<file path="src/rtl/if_fetch_pkg.sv">
// Shared pipeline definitions for the instruction-fetch stage:
// the fetch FSM state encoding, the default PC step, and a word-alignment helper.
package if_fetch_pkg;

  typedef enum logic [1:0] {
    ST_FETCH   = 2'd0,
    ST_HOLD    = 2'd1,
    ST_DISCARD = 2'd2
  } fetch_state_e;

  localparam int unsigned PC_STEP_DEFAULT = 4;

  function automatic logic [31:0] align_word(input logic [31:0] addr);
    return addr & ~32'h0000_0003;
  endfunction

endpackage

</file>
<file path="src/rtl/if_fetch.sv">
// Instruction fetch stage: one request in flight, hold buffer for downstream
// freezes, and drain of the stale request after a branch redirect.
module if_fetch
  import if_fetch_pkg::*;
#(
  parameter logic [31:0] RESET_PC = 32'h0000_0000,
  parameter int unsigned PC_STEP  = PC_STEP_DEFAULT
) (
  input  logic         clk,
  input  logic         rst,
  input  logic         freeze,
  input  logic         branch_taken,
  input  logic [31:0]  branch_addr,
  output logic         imem_req,
  output logic [31:0]  imem_addr,
  input  logic         imem_ready,
  input  logic [31:0]  imem_rdata,
  output logic         valid_out,
  output logic [31:0]  pc_out,
  output logic [31:0]  instruction_out,
  output fetch_state_e state_dbg
);

  // Memory handshake: a transfer happens in any cycle with imem_req=1 and
  // imem_ready=1; while imem_req=1 and imem_ready=0 the address is held and
  // the request is never withdrawn.
  localparam logic [31:0] STEP = 32'(PC_STEP);

  fetch_state_e state_q, state_d;
  logic [31:0]  pc_q, pc_d;
  logic [31:0]  tgt_q, tgt_d;
  logic [31:0]  hold_instr_q, hold_instr_d;
  logic [31:0]  hold_pc_q, hold_pc_d;
  logic         active_q, active_d;

  logic [31:0]  pc_next;
  logic [31:0]  br_tgt;

  assign pc_next   = pc_q + STEP;
  assign br_tgt    = align_word(branch_addr);
  assign state_dbg = state_q;

  always_comb begin
    state_d         = state_q;
    pc_d            = pc_q;
    tgt_d           = tgt_q;
    hold_instr_d    = hold_instr_q;
    hold_pc_d       = hold_pc_q;
    active_d        = 1'b1;
    imem_req        = 1'b0;
    imem_addr       = pc_q;
    valid_out       = 1'b0;
    pc_out          = 32'h0;
    instruction_out = 32'h0;

    // active_q keeps the stage idle until the first edge after reset release.
    if (active_q) begin
      case (state_q)
        ST_FETCH: begin
          imem_req = 1'b1;
          if (imem_ready) begin
            if (branch_taken) begin
              pc_d = br_tgt;
            end else begin
              valid_out       = 1'b1;
              instruction_out = imem_rdata;
              pc_out          = pc_next;
              if (freeze) begin
                hold_instr_d = imem_rdata;
                hold_pc_d    = pc_next;
                state_d      = ST_HOLD;
              end else begin
                pc_d = pc_next;
              end
            end
          end else if (branch_taken) begin
            tgt_d   = br_tgt;
            state_d = ST_DISCARD;
          end
        end
        ST_HOLD: begin
          if (branch_taken) begin
            pc_d         = br_tgt;
            hold_instr_d = 32'h0;
            hold_pc_d    = 32'h0;
            state_d      = ST_FETCH;
          end else begin
            valid_out       = 1'b1;
            instruction_out = hold_instr_q;
            pc_out          = hold_pc_q;
            if (!freeze) begin
              pc_d    = pc_next;
              state_d = ST_FETCH;
            end
          end
        end
        ST_DISCARD: begin
          imem_req = 1'b1;
          if (branch_taken) begin
            tgt_d = br_tgt;
          end
          if (imem_ready) begin
            pc_d    = branch_taken ? br_tgt : tgt_q;
            state_d = ST_FETCH;
          end
        end
        default: begin
          state_d = ST_FETCH;
        end
      endcase
    end
  end

  always_ff @(posedge clk or negedge rst) begin
    if (!rst) begin
      state_q      <= ST_FETCH;
      pc_q         <= RESET_PC;
      tgt_q        <= 32'h0;
      hold_instr_q <= 32'h0;
      hold_pc_q    <= 32'h0;
      active_q     <= 1'b0;
    end else begin
      state_q      <= state_d;
      pc_q         <= pc_d;
      tgt_q        <= tgt_d;
      hold_instr_q <= hold_instr_d;
      hold_pc_q    <= hold_pc_d;
      active_q     <= active_d;
    end
  end

endmodule
</file>
<file path="config.mk">
export PLATFORM = sky130hd
export DESIGN_NAME = if_fetch
export DESIGN_NICKNAME = d
export VERILOG_FILES = /design/src/rtl/if_fetch_pkg.sv /design/src/rtl/if_fetch.sv
export SDC_FILE = /design/constraint.sdc
export NUM_CORES = 1
export LEC_CHECK = 0
export CORE_AREA = 2 2 122 124
export DETAILED_ROUTE_END_ITERATION = 16
export DIE_AREA = 0 0 124 126
export GPL_ROUTABILITY_DRIVEN = 1
export PLACE_DENSITY = 0.79
export RECOVER_POWER = 50
export SETUP_SLACK_MARGIN = 0.05
export SLEW_MARGIN = 25
export SYNTH_ARGS = -nofsm -noshare
export SYNTH_HDL_FRONTEND = slang
export SYNTH_SLANG_ARGS = --single-unit
export TNS_END_PERCENT = 100
</file>
<file path="constraint.sdc">
create_clock -name clk -period 2.5 [get_ports clk]
set_input_delay 0.375 -clock clk [delete_from_list [all_inputs] [get_ports clk]]
set_output_delay 0.375 -clock clk [all_outputs]
set_load 0.05 [all_outputs]
</file>
==> results.txt <==
In this design, the stage delay of the slowest critical-path cell is 520 ps. The maximum achievable frequency is 0.352 GHz. The analysis attributes to cell leakage a power of 4.57 nW.

The min-delay analysis places its worst path in the category in2async. In this run, CTS created clock tree buffers numbering 17. Once placement completed, the tool counted placed cells totaling 1084. TritonCTS built the clock tree.

Synthesis handed over a netlist of 755 instances. Final net count: 1033. Average cell area after synthesis: 9.24 um2.

In this run the number of H-tree levels came out at 4. The largest net degree at the start of global routing is 51, and the wire length of the first global-routing pass is 37.9 mm. For flop-to-flop paths, the worst setup slack is -80 ps. The later pin in the worst-skew pair is clocked with a latency of 420 ps. The global-route usage over all layers came out at 0.312. The synthesized net count was 825; the wire length after detailed routing was 26.1 mm. The run gives 109 ps as the minimum setup slack after placement. The flow ran to the end, but the final reports show violations.

Summing all placed instances gives a cell area of 10000 um2. Flip-flop cell with the highest count after synthesis: sky130_fd_sc_hd__dfrtp_1. Fraction of synthesis flops using an asynchronous set or reset pin: 1.00. The actual transition at the worst max-transition pin was 1300 ps; the final hold violation count was 0.

Kind of cell with the highest combined delay on the critical path: simple AND/OR/NAND/NOR gates. The checks that failed: setup timing. The number of distinct library cells after synthesis came out at 52.

For the headroom to the max-slew limit, the log shows 0.134. Detailed routing inserted a total of 7479 vias. The die covers 15600 um2. The number of antenna diodes in the final layout is 0.

For the final worst-path setup slack, the log shows -344 ps. The ratio of total power to cell area is 776 nW/um2, and the height of the die is 126 um. Dividing the detail-routed via count by the number of cells gives 6.46. The number of hold buffers added after CTS was 0. Worst path buffer plus inverter count: 2. The final critical-path required period was 2840 ps. After routing the design area is 11300 um2. After synthesis the cells add up to 6980 um2.

The first TritonRoute pass finished after 6 iterations. The signal on the critical path passes through nand2_1, nor3_4, buf_12, nand4_1, xnor2_2, o21ai_2, buf_12. The cell with the most instances on the worst path was sky130_fd_sc_hd__buf_12.

Dividing the detail-routed wire length by the instance count gives 22.5 um. In this run, synthesis inferred 0 flip-flops with an integrated enable. The tool flagged a number of max-cap violations equal to 0. Data on the critical path arrives at its endpoint at 2470 ps.

The worst setup path is launched from a flop. Summed over all nets, the half-perimeter wirelength after detailed placement is 15.2 mm. The proportion of synthesized chip area in sequential cells is 0.470. The commonest non-fill, non-tap cell in the layout is sky130_fd_sc_hd__dfrtp_1. In this run the remaining antenna-violating nets after routing total 0.

IR analysis of the VDD net gives a maximum drop of 0.599 mV. CTS saw 131 sinks. The worst clock skew on the final layout was 13.2 ps; the initial cell density of the core was 0.487.

Leaving out fill and tap cells, the most frequent cells in the layout are sky130_fd_sc_hd__dfrtp_1, sky130_fd_sc_hd__clkdlybuf4s50_1, sky130_fd_sc_hd__nand2_1. For the initial antenna violation count, the log shows 1. The run gives 2120 ps as the data required time of the worst path. The initialized floorplan defines 44 standard-cell rows. The number of design-rule violations left by the first detailed-router iteration was 940; the via count of the first global-routing pass was 7454.

The number of max-slew violations in the final report was 0; the total global routing overflow was 0. The final weighted congestion in routability-driven placement was 0.858; the total power was 8.80 mW. The clock tree root driver cell is sky130_fd_sc_hd__clkbuf_16. The maximum fanout along the worst path is 10, and the share of cells above drive strength 1 is 0.345. The largest individual stage delay along the critical path comes from the cell sky130_fd_sc_hd__dfrtp_2. The top-level I/O count is 169. Die width: 124 um. Setup violations remaining at the end of the flow were counted as 24.

From synthesis to final layout, the design area changed by 62.4%. Setup repair after global routing could not meet its margin everywhere. The count of warnings emitted by yosys came out at 0. Counting along the longest clock path gives a buffer depth of 2. The post-detailed-route DRC marker count is 0.

The total of flip-flops plus latches after synthesis is 131, and the post-route clock period utilization is 1.14. Clock-pin slew was measured on the worst setup and hold paths at 60 ps. The kind of critical path was reg2out. The kind of end point of the critical path was an output port. Buffers placed on the I/O ports in this run total 166. For the post-route non-filler standard cell count, the log shows 1157. The core region is 14300 um2.
[cells by family (layout without fill, tap and decap cells)]
logic type      count (synthesis)  after routing  synth area share
simple gates                  245            245             0.167
other cells                     1              1          0.000538
mux                            31             31            0.0499
fa+ha+maj                       1              1           0.00179
compound gates                246            246             0.234
flops                         131            131             0.470
xor+xnor                       28             28            0.0352
buf+inv                        72            290            0.0427
[cells in the mapped netlist, types with 2 or more instances]
cell | number | area, um2
sky130_fd_sc_hd__o31ai_1 | 4 | 30.0
sky130_fd_sc_hd__inv_1 | 11 | 41.3
sky130_fd_sc_hd__o31a_1 | 9 | 78.8
sky130_fd_sc_hd__nand3_1 | 13 | 65.1
sky130_fd_sc_hd__nor2_1 | 73 | 274
sky130_fd_sc_hd__mux2_1 | 4 | 45.0
sky130_fd_sc_hd__and2_1 | 6 | 37.5
sky130_fd_sc_hd__buf_2 | 13 | 65.1
sky130_fd_sc_hd__nand4_1 | 11 | 68.8
sky130_fd_sc_hd__a21o_1 | 4 | 30.0
sky130_fd_sc_hd__a211oi_1 | 2 | 15.0
sky130_fd_sc_hd__nand2b_1 | 2 | 12.5
sky130_fd_sc_hd__and3_1 | 9 | 56.3
sky130_fd_sc_hd__buf_1 | 2 | 7.51
sky130_fd_sc_hd__nor4_1 | 2 | 12.5
sky130_fd_sc_hd__clkbuf_1 | 44 | 165
sky130_fd_sc_hd__a2bb2oi_1 | 2 | 17.5
sky130_fd_sc_hd__nor3_1 | 8 | 40.0
sky130_fd_sc_hd__xnor2_1 | 20 | 175
sky130_fd_sc_hd__o2bb2ai_1 | 3 | 26.3
sky130_fd_sc_hd__mux2_2 | 26 | 293
sky130_fd_sc_hd__a22oi_1 | 40 | 300
sky130_fd_sc_hd__xor2_1 | 8 | 70.1
sky130_fd_sc_hd__o21ai_1 | 2 | 10.0
sky130_fd_sc_hd__dfrtp_1 | 131 | 3280
sky130_fd_sc_hd__a21oi_1 | 37 | 185
sky130_fd_sc_hd__o22ai_1 | 11 | 68.8
sky130_fd_sc_hd__nor3b_1 | 13 | 97.6
sky130_fd_sc_hd__a32oi_1 | 2 | 17.5
sky130_fd_sc_hd__nor2b_1 | 8 | 50.1
sky130_fd_sc_hd__a221oi_1 | 5 | 43.8
sky130_fd_sc_hd__a22o_1 | 43 | 377
sky130_fd_sc_hd__nand2_1 | 91 | 342
sky130_fd_sc_hd__o21ai_0 | 78 | 390
[flip-flops by register name, indices dropped and copies added (netlist names)]
| name | cells |
|---|---|
| hold_instr_q | 32 |
| hold_pc_q | 32 |
| imem_addr | 32 |
| tgt_q | 32 |
| state_dbg | 2 |
| active_q | 1 |
[where the power goes]
| part | switching, mW | internal, mW |
|---|---|---|
| registers | 0.448 | 2.64 |
| clock network | 0.894 | 1.73 |
| logic | 1.83 | 1.25 |
| total | 3.18 | 5.62 |
[final timing paths]
check	startpoint	depth (start not counted)	endpoint
worst max-delay path	imem_addr[12]	7	pc_out[27]
worst min-delay path	rst	1	hold_pc_q[6]
worst max register to register	state_dbg[0]	7	imem_addr[28]
worst min register to register	tgt_q[15]	1	tgt_q[15]
max in group asynchronous	rst	2	imem_addr[13]
min in group clk	branch_taken	4	state_dbg[0]
[final cells by class]
type	count	area (um2)
repair buffers	250	3060
clock buffers	24	482
fillers	769	2990
clock inverters	5	125
inverters	11	41.3
well taps	184	230
multi-input cells	552	4090
flip-flops and latches	131	3300
[through the flow]
step,hold slack (ps),utilization,TNS [ps]
final,226,0.791,-3670
after detailed placement,457,0.702,0
after CTS,20.9,0.774,-1030
after global placement,444,0.702,0
after global routing,332,0.791,-6130
after floorplan,79.4,-,-133
[timing repair]
action                                  CTS  global route
endpoints found under the setup margin   62            56
resized for setup                        44            37
pin swaps                                16            15
setup buffers                            23            18
cloned                                    1             3
[worst register-to-register path, stage by stage, from the launching register on]
cell and delay [ps]:
sky130_fd_sc_hd__dfrtp_1 380, sky130_fd_sc_hd__buf_4 190, sky130_fd_sc_hd__nor2b_1 190, sky130_fd_sc_hd__clkbuf_1 890, sky130_fd_sc_hd__nand2_1 160, sky130_fd_sc_hd__o21ai_0 310
sky130_fd_sc_hd__a41oi_1 130, sky130_fd_sc_hd__o22ai_1 240
[layer usage]
layer,vias up,GRT usage,wire length [um],part of all wire
met5,-,0,13,0.00050
met4,2,0.169,1590,0.061
met3,170,0.0806,2640,0.10
met2,562,0.497,12400,0.47
met1,3602,0.385,9450,0.36
li1,3143,-,-,-
Power figures use the tool's default switching activity.
